**src/rtl/ripple_sub_pkg.sv**
```systemverilog
// Shared types and constants for the bit-serial ripple subtractor.
package ripple_sub_pkg;

    localparam int WIDTH_DEF = 4;
    // Bit counter wide enough for the largest legal WIDTH (16 -> index 0..15).
    localparam int CNT_W = 4;

    typedef enum logic [1:0] {
        IDLE = 2'd0,
        RUN  = 2'd1,
        DONE = 2'd2
    } sub_state_t;

endpackage

```
**src/rtl/ripple_subtractor_serial_full_subtractor.sv**
```systemverilog
// One-bit full subtractor built from gate primitives: D = X-Y-Bi, Bo = borrow out.
module full_subtractor (
    input  logic X,
    input  logic Y,
    input  logic Bi,
    output wire  D,
    output wire  Bo
);

    wire xy;
    wire nx;
    wire nxy;
    wire t0;
    wire t1;

    xor g_xy (xy, X, Y);
    xor g_d  (D, xy, Bi);
    not g_nx (nx, X);
    and g_t0 (t0, nx, Y);
    not g_nxy(nxy, xy);
    and g_t1 (t1, nxy, Bi);
    or  g_bo (Bo, t0, t1);

endmodule

```
**src/rtl/ripple_subtractor_serial.sv**
```systemverilog
// Bit-serial X-Y-Bin subtractor, one bit per clock, LSB first through a single full_subtractor.
// Define RIPPLE_SUB_OVF_EN to add the registered signed-overflow output OVF.
//
// state | meaning
// IDLE  | waiting for start; D/Bout hold last result
// RUN   | WIDTH cycles, one difference bit per cycle
// DONE  | one cycle, done=1 with D/Bout freshly valid; start here re-launches
module ripple_subtractor_serial
    import ripple_sub_pkg::*;
#(
    parameter int WIDTH = WIDTH_DEF
) (
    input  logic             clk,
    input  logic             rst,
    input  logic             start,
    input  logic [WIDTH-1:0] X,
    input  logic [WIDTH-1:0] Y,
    input  logic             Bin,
    output logic [WIDTH-1:0] D,
    output logic             Bout,
    output logic             busy,
    output logic             done
`ifdef RIPPLE_SUB_OVF_EN
    ,
    output logic             OVF
`endif
);

    localparam logic [CNT_W-1:0] LAST = CNT_W'(WIDTH - 1);

    sub_state_t       state;
    logic [WIDTH-1:0] x_sh;
    logic [WIDTH-1:0] y_sh;
    logic [WIDTH-1:0] res;
    logic             b;
    logic [CNT_W-1:0] cnt;
    wire              d_bit;
    wire              b_nxt;

    full_subtractor u_fs (
        .D (d_bit),
        .Bo(b_nxt),
        .X (x_sh[0]),
        .Y (y_sh[0]),
        .Bi(b)
    );

    always_ff @(posedge clk) begin
        if (rst) begin
            state <= IDLE;
            x_sh  <= '0;
            y_sh  <= '0;
            res   <= '0;
            b     <= 1'b0;
            cnt   <= '0;
            D     <= '0;
            Bout  <= 1'b0;
            busy  <= 1'b0;
            done  <= 1'b0;
`ifdef RIPPLE_SUB_OVF_EN
            OVF   <= 1'b0;
`endif
        end else begin
            done <= 1'b0;
            case (state)
                IDLE: begin
                    if (start) begin
                        x_sh  <= X;
                        y_sh  <= Y;
                        b     <= Bin;
                        cnt   <= '0;
                        busy  <= 1'b1;
                        state <= RUN;
                    end
                end
                RUN: begin
                    x_sh <= x_sh >> 1;
                    y_sh <= y_sh >> 1;
                    res  <= {d_bit, res[WIDTH-1:1]};
                    b    <= b_nxt;
                    cnt  <= cnt + 1'b1;
                    if (cnt == LAST) begin
                        // On the last bit the shift registers hold the operand MSBs.
                        D     <= {d_bit, res[WIDTH-1:1]};
                        Bout  <= b_nxt;
                        done  <= 1'b1;
                        busy  <= 1'b0;
                        state <= DONE;
`ifdef RIPPLE_SUB_OVF_EN
                        OVF   <= (x_sh[0] != y_sh[0]) && (d_bit != x_sh[0]);
`endif
                    end
                end
                DONE: begin
                    if (start) begin
                        x_sh  <= X;
                        y_sh  <= Y;
                        b     <= Bin;
                        cnt   <= '0;
                        busy  <= 1'b1;
                        state <= RUN;
                    end else begin
                        state <= IDLE;
                    end
                end
                default: state <= IDLE;
            endcase
        end
    end

endmodule

```
**config.mk**
```make
export PLATFORM = sky130hd
export DESIGN_NAME = ripple_subtractor_serial
export DESIGN_NICKNAME = d
export VERILOG_FILES = /design/src/rtl/ripple_sub_pkg.sv /design/src/rtl/ripple_subtractor_serial_full_subtractor.sv /design/src/rtl/ripple_subtractor_serial.sv
export SDC_FILE = /design/constraint.sdc
export NUM_CORES = 1
export LEC_CHECK = 0
export CAP_MARGIN = 30
export CORE_ASPECT_RATIO = 2
export CORE_MARGIN = 2
export CORE_UTILIZATION = 30
export CTS_CLUSTER_DIAMETER = 30
export DETAILED_ROUTE_END_ITERATION = 10
export PLACE_DENSITY = 0.46
export SLEW_MARGIN = 20
export SYNTH_ARGS = -nofsm -noshare
export SYNTH_HDL_FRONTEND = slang
export SYNTH_SLANG_ARGS = --single-unit
```
**constraint.sdc**
```tcl
create_clock -name clk -period 3.4 [get_ports clk]
set_clock_uncertainty 0.2 [all_clocks]
set_input_delay 0.34 -clock clk [delete_from_list [all_inputs] [get_ports clk]]
set_output_delay 0.34 -clock clk [all_outputs]
set_load 0.005 [all_outputs]
```
After elaboration in Yosys (flattened, before gate mapping)
Index checks and enable logic that the tools add are counted.
{"block": "op_classes", "n_reduce_logical": 8, "eq_ne": 6, "mux": 16, "bitwise_logic": 8, "addsub": 1}
{"operator": "$pmux 4 s2", "count": 3}
{"operator": "$mux 4", "count": 3}
{"operator": "$pmux 2 s3", "count": 1}
{"operator": "$reduce_and 2->1", "count": 3}
{"operator": "$mux 1", "count": 5}
{"operator": "$add 4x1->4 const B", "count": 1}
{"operator": "$eq 4x2->1 const B", "count": 1}
{"operator": "$mux 2", "count": 2}
{"operator": "$ne 2x2->1 const B", "count": 2}
{"operator": "$pmux 1 s2", "count": 2}
{"operator": "$reduce_or 2->1", "count": 2}
{"operator": "$not 1->1", "count": 3}
{"operator": "$reduce_and 3->1", "count": 1}
{"operator": "$and 1x1->1", "count": 2}
{"operator": "$eq 2x1->1 const B", "count": 1}
{"operator": "$eq 2x2->1 const B", "count": 1}
{"operator": "$logic_not 2->1", "count": 1}
{"operator": "$ne 2x1->1 const B", "count": 1}
{"operator": "$reduce_bool 2->1", "count": 1}
{"operator": "$xor 1x1->1", "count": 2}
{"operator": "$or 1x1->1", "count": 1}
{"block": "word_totals", "reg_bits": 26, "output_inout_bits": 7, "in_bits": 12}

Logic depth before layout (Yosys ltp)
{"block": "depth", "word_depth": 5, "mapped_depth": 6, "ltp_nobuf": 5}

Modules after synthesis
A second synthesis with hierarchy kept.
{"block": "hier_totals", "cells_unflattened": 129, "hier_area_um2": 1122.3}
{"mod": "ripple_subtractor_serial", "area_per_inst_um2": 1091.0, "seq_area_each_um2": 500.5, "n_inst": 1, "cells_per_inst": 125}
{"mod": "full_subtractor", "area_per_inst_um2": 31.3, "seq_area_each_um2": 0.0, "n_inst": 1, "cells_per_inst": 4}

Worst setup path after synthesis
Ideal clock, no wire load.
{"block": "synth_timing", "path_type": "reg-to-reg", "start": "register cnt[0]", "end": "register D[0]", "stages_incl_launch_ff": 6, "path_buffers": 1, "setup_slack_ns": 1.879, "required_time_ns": 3.068, "t_arrival_ns": 1.188, "cell_sequence": "dfxtp_1 ha_1 or3b_1 buf_2 o21ai_1 a21oi_1"}
{"block": "synth_between", "elab_chain_cells": 2}
{"element": "start, declared", "line_no": "ripple_subtractor_serial.sv:36", "rtl": "logic [CNT_W-1:0] cnt;"}
{"element": "start signal, assigned", "line_no": "ripple_subtractor_serial.sv:81", "rtl": "cnt <= cnt + 1'b1;"}
{"element": "$eq 4x2->1", "line_no": "ripple_subtractor_serial.sv:82", "rtl": "if (cnt == LAST) begin"}
{"element": "$reduce_and 2->1 (no source line)"}
{"element": "end signal, assigned", "line_no": "ripple_subtractor_serial.sv:84", "rtl": "D <= {d_bit, res[WIDTH-1:1]};"}
{"element": "end, declared", "line_no": "ripple_subtractor_serial.sv:19", "rtl": "output logic [WIDTH-1:0] D,"}
No other way between the ends.
A chain may end at the register's enable or synchronous reset.

Worst setup path in the final report
{"block": "layout_timing", "start": "register state[0]", "end": "register y_sh[0]"}
{"block": "layout_between", "elab_chain_cells": 4, "elab_cells_between_ends": 8, "classes_between": "eq/ne: 3; mux: 1; reduce/logical: 4"}
{"element": "start, declared", "line_no": "ripple_subtractor_serial.sv:31", "rtl": "sub_state_t state;"}
{"element": "start signal, assigned", "line_no": "ripple_subtractor_serial.sv:50", "rtl": "state <= IDLE;"}
{"element": "start signal, assigned", "line_no": "ripple_subtractor_serial.sv:73", "rtl": "state <= RUN;"}
{"element": "start signal, assigned", "line_no": "ripple_subtractor_serial.sv:88", "rtl": "state <= DONE;"}
{"element": "$eq 2x2->1 or $logic_not 2->1 (tied branches)", "line_no": "ripple_subtractor_serial.sv:65", "rtl": "case (state)"}
{"element": "$reduce_or 2->1 (no source line)"}
{"element": "$ne 2x1->1 (no source line) or $reduce_bool 2->1 (tied branches)"}
{"element": "$reduce_and 2->1 (no source line)"}
{"element": "end signal, assigned", "line_no": "ripple_subtractor_serial.sv:78", "rtl": "y_sh <= y_sh >> 1;"}
{"element": "end, declared", "line_no": "ripple_subtractor_serial.sv:33", "rtl": "logic [WIDTH-1:0] y_sh;"}
Several ways; a longest one is shown, not always the timed one.

==> key figures <==
Synthesis
  • Mapped Avg Cell Area: approximately 9.5 sq um
  • Mapped Cells: 125
  • Synth Area in Adders: approximately 2.7%
  • Largest family of logic cells by synthesized area: simple AND/OR/NAND/NOR gates
  • Synth Area in Compound Gates: 15.7%
  • Area share of the largest cell type after synthesis: between 40% and 50%
  • Yosys top cell by area: dfxtp_1
  • Async SR Flop Fraction: 0%
  • Post-synth top cells: dfxtp_1 (25), a21oi_1 (11), mux2i_1 (9), nor3_1 (9)
  • FF+latch count, synth: 25
  • Synth area leaders: dfxtp_1 (42%), mux2i_1 (7.6%), a21oi_1 (4.6%)
  • Proportion of synthesized area in mux cells: 8.53%
  • Net Count, Synth: 139
  • Xor/xnor share of the synthesized area: less than 1%
  • Post-synthesis sequential area ratio: a little over two fifths
  • Simple-gate share of the synthesized area: a little over a fifth
  • Top FF cell, synth: dfxtp_1
  • Post-synth EDFFs: 0
  • Area of the mapped netlist: 1190 sq um
  • Synth warn: 0
  • Most frequent cell after synthesis: dfxtp_1
  • Distinct cells, synth: 34

Timing
  • Max_slew headroom: 40.1%
  • Slew at the pin closest to its max-slew limit: 0.897 ns
  • Final worst slack: between 1 and 1.5 ns
  • F_max: between 400 and 500 MHz
  • Final setup vio count: 0
  • Slew Limit Fails: 0
  • Hold Fails Final Rpt: 0
  • RSZ-0062 raised after global routing: no
  • Crit share post-route: ~60%
  • Tmin final: around 2.1 ns
  • Total negative setup slack: 0 ns

Clock network
  • TritonCTS Buffers: 3
  • Worst-Skew Late Latency: between 0.2 and 0.3 ns
  • CTS tree: yes
  • Post-CTS Setup Bufs: 0
  • Clk sink count: 25
  • CTS Hold Bufs: 0
  • CTS max path bufs: 2
  • H-tree depth: 1
  • Clock transition at the registers of the reported paths: approximately 0.090 ns
  • Clock Tree Root: clkbuf_8
  • Post_cts resized: 0

Floorplan
  • Die Ht: approximately 93 um
  • Die Width: a little under 50 um
  • Die area: roughly 4500 sq um
  • Ports: 19
  • Row count: 32
  • Initial Util: between 30% and 40%
  • Core area: just under 4000 sq um

Place
  • Dpl hpwl: 1.72 mm
  • Final RePlAce weighted congestion: approximately 0.75
  • Number of port buffers: 18
  • Dpl ws: around 1.3 ns

Setup path
  • CP startpoint: state[0]$_SDFFE_PP0P_
  • CP arrival: 2.04 ns
  • Critical Path Fanout Max: 25
  • Crit path buf inv count: 0
  • Reg2reg end: y_sh[0]$_SDFFE_PP0P_
  • Slowest cell delay on critical path: between 0.9 and 1 ns
  • Cell-by-cell trace of the critical path: nor2b_4, nor3_1, a211oi_1
  • CP delay by family, top: flip-flops
  • Critical Path RT: between 3 and 4 ns
  • Critical path's slowest cell: dfxtp_1
  • R2R cell count: 3
  • Crit path launch type: register
  • R2r startpoint: state[0]$_SDFFE_PP0P_
  • Crit Path Class: reg -> reg
  • Crit end category: register
  • Setup crit end: y_sh[0]$_SDFFE_PP0P_
  • Critical path depth in cells: 3
  • R2r setup slk: ~1.3 ns

GRT
  • Initial antenna violation count: 0
  • Grt met3 use: under 10%
  • First-pass GRT wire length: approximately 4 mm
  • GR Util met2: roughly 22%
  • GRT overflow: 0
  • Top Usage Layer GRT: met2
  • Largest net degree at the start of global routing: 28
  • Total Routing Usage GR: ~11%
  • Number of global-route vias before repair: slightly below 900
  • Met1 usage: 11.1%

Layout
  • P&R area growth vs syn: 17.7%
  • Filler Cell Count: roughly 430
  • Final #Nets: 151
  • Multi-input gate area: ~600 sq um
  • Antenna diode count: 0
  • Seq. cell area: between 500 and 600 sq um
  • Share of layout cells above drive strength 1: under 10%

Detailed routing
  • Via/cell ratio: about 4.8
  • Drt first-iter violations: 16
  • Pre-antenna DRT Iters: 4
  • Post-Route WL: roughly 2.4 mm
  • Post-route DRC: 0
  • WL/cell: about 13 um
  • DR vias: 891
  • ANT nets after route: 0

Worst hold path
  • Hold Crit Class: reg -> reg

Status
  • Outcome: completed

Power and ir drop
  • Pwr/cell area: between 400 and 500 nW/um^2
  • Static leakage: approximately 0.47 nW
  • VDD IR max: around 0.17 mV

Run
  • Max-cap violations: 0
final cells by class:
class | count | share of cell area [%]
Multi-Input combinational cell | 85 | 42.2
Sequential cell | 25 | 35.8
Timing Repair Buffer | 19 | 13.4
Tap cell | 51 | 4.56
Clock buffer | 4 | 3.22
Inverter | 3 | 0.805
where the power goes:
group | leakage [nW] | total, W | switching [W] | internal, W
Clock | 0.0228 | 0.000179 | 0.0000953 | 0.0000839
Sequential | 0.204 | 0.000325 | 0.0000166 | 0.000308
Combinational | 0.241 | 0.0000821 | 0.0000389 | 0.0000432
worst register-to-register path, stage by stage, from the launching register on:
cell and delay [ns]:
dfxtp_1 0.92, nor2b_4 0.52, nor3_1 0.10, a211oi_1 0.24
worst min-delay path by stage:
stage | startpoint | endpoint | slack [ns] | cells past startpoint
2_1_floorplan | res[1]$_SDFFE_PP0N_ | res[1]$_SDFFE_PP0N_ | 0.24 | 2
3_3_place_gp | res[1]$_SDFFE_PP0N_ | res[1]$_SDFFE_PP0N_ | 0.24 | 2
3_5_place_dp | res[1]$_SDFFE_PP0N_ | res[1]$_SDFFE_PP0N_ | 0.26 | 2
4_1_cts | res[1]$_SDFFE_PP0N_ | res[1]$_SDFFE_PP0N_ | 0.27 | 2
5_1_grt | res[2]$_SDFFE_PP0N_ | res[2]$_SDFFE_PP0N_ | 0.30 | 2
6_report | res[1]$_SDFFE_PP0N_ | res[1]$_SDFFE_PP0N_ | 0.27 | 2
metal layers:
metal	up-vias	wire [um]
met2	14	1280
met1	406	1020
met5	-	0
li1	466	-
met3	5	49
met4	0	61
through the flow:
stage / instances / cell area (sq um) / total power [W] / hold WS (ns) / utilization, %
after floorplan: 125 / 1190 / 0.000396 / 0.237 / -
after global placement: 183 / 1350 / 0.000415 / 0.243 / 35.2
after detailed placement: 183 / 1350 / 0.000417 / 0.259 / 35.2
after CTS: 187 / 1400 / 0.000596 / 0.272 / 36.4
after global routing: 187 / 1400 / 0.000621 / 0.296 / 36.4
final: 187 / 1400 / 0.000586 / 0.265 / 36.4
flip-flops by register name (all words and copies together), names as in the netlist:
register and flops:
y_sh 4, res 3, x_sh 4, state 2, done 1, cnt 4, busy 1, b 1
Bout 1, D 4
logic make-up after synthesis:
family	Yosys count
AND/OR/NAND/NOR	43
buffers and inverters	15
flip-flops	25
adder cells (fa/ha/maj)	2
XOR/XNOR	1
multiplexers	10
AO/OA/AOI/OAI	29
layout by cell type, fill, tap and decap left out, types with 2 or more instances in the layout:
cell	Yosys	layout
dfxtp_1	25	25
clkdlybuf4s50_1	0	18
a21oi_1	11	11
mux2i_1	9	9
nor3_1	9	9
nand2_1	7	7
a211oi_1	7	7
nand3_1	7	7
o21ai_1	5	5
nor2_1	5	5
inv_1	3	3
or3b_1	3	3
clkbuf_8	0	3
or2b_1	2	2
nand2b_1	2	2
o21a_1	2	2
nand4b_1	2	2
nor3b_1	2	2
Power figures use the tool's default switching activity.
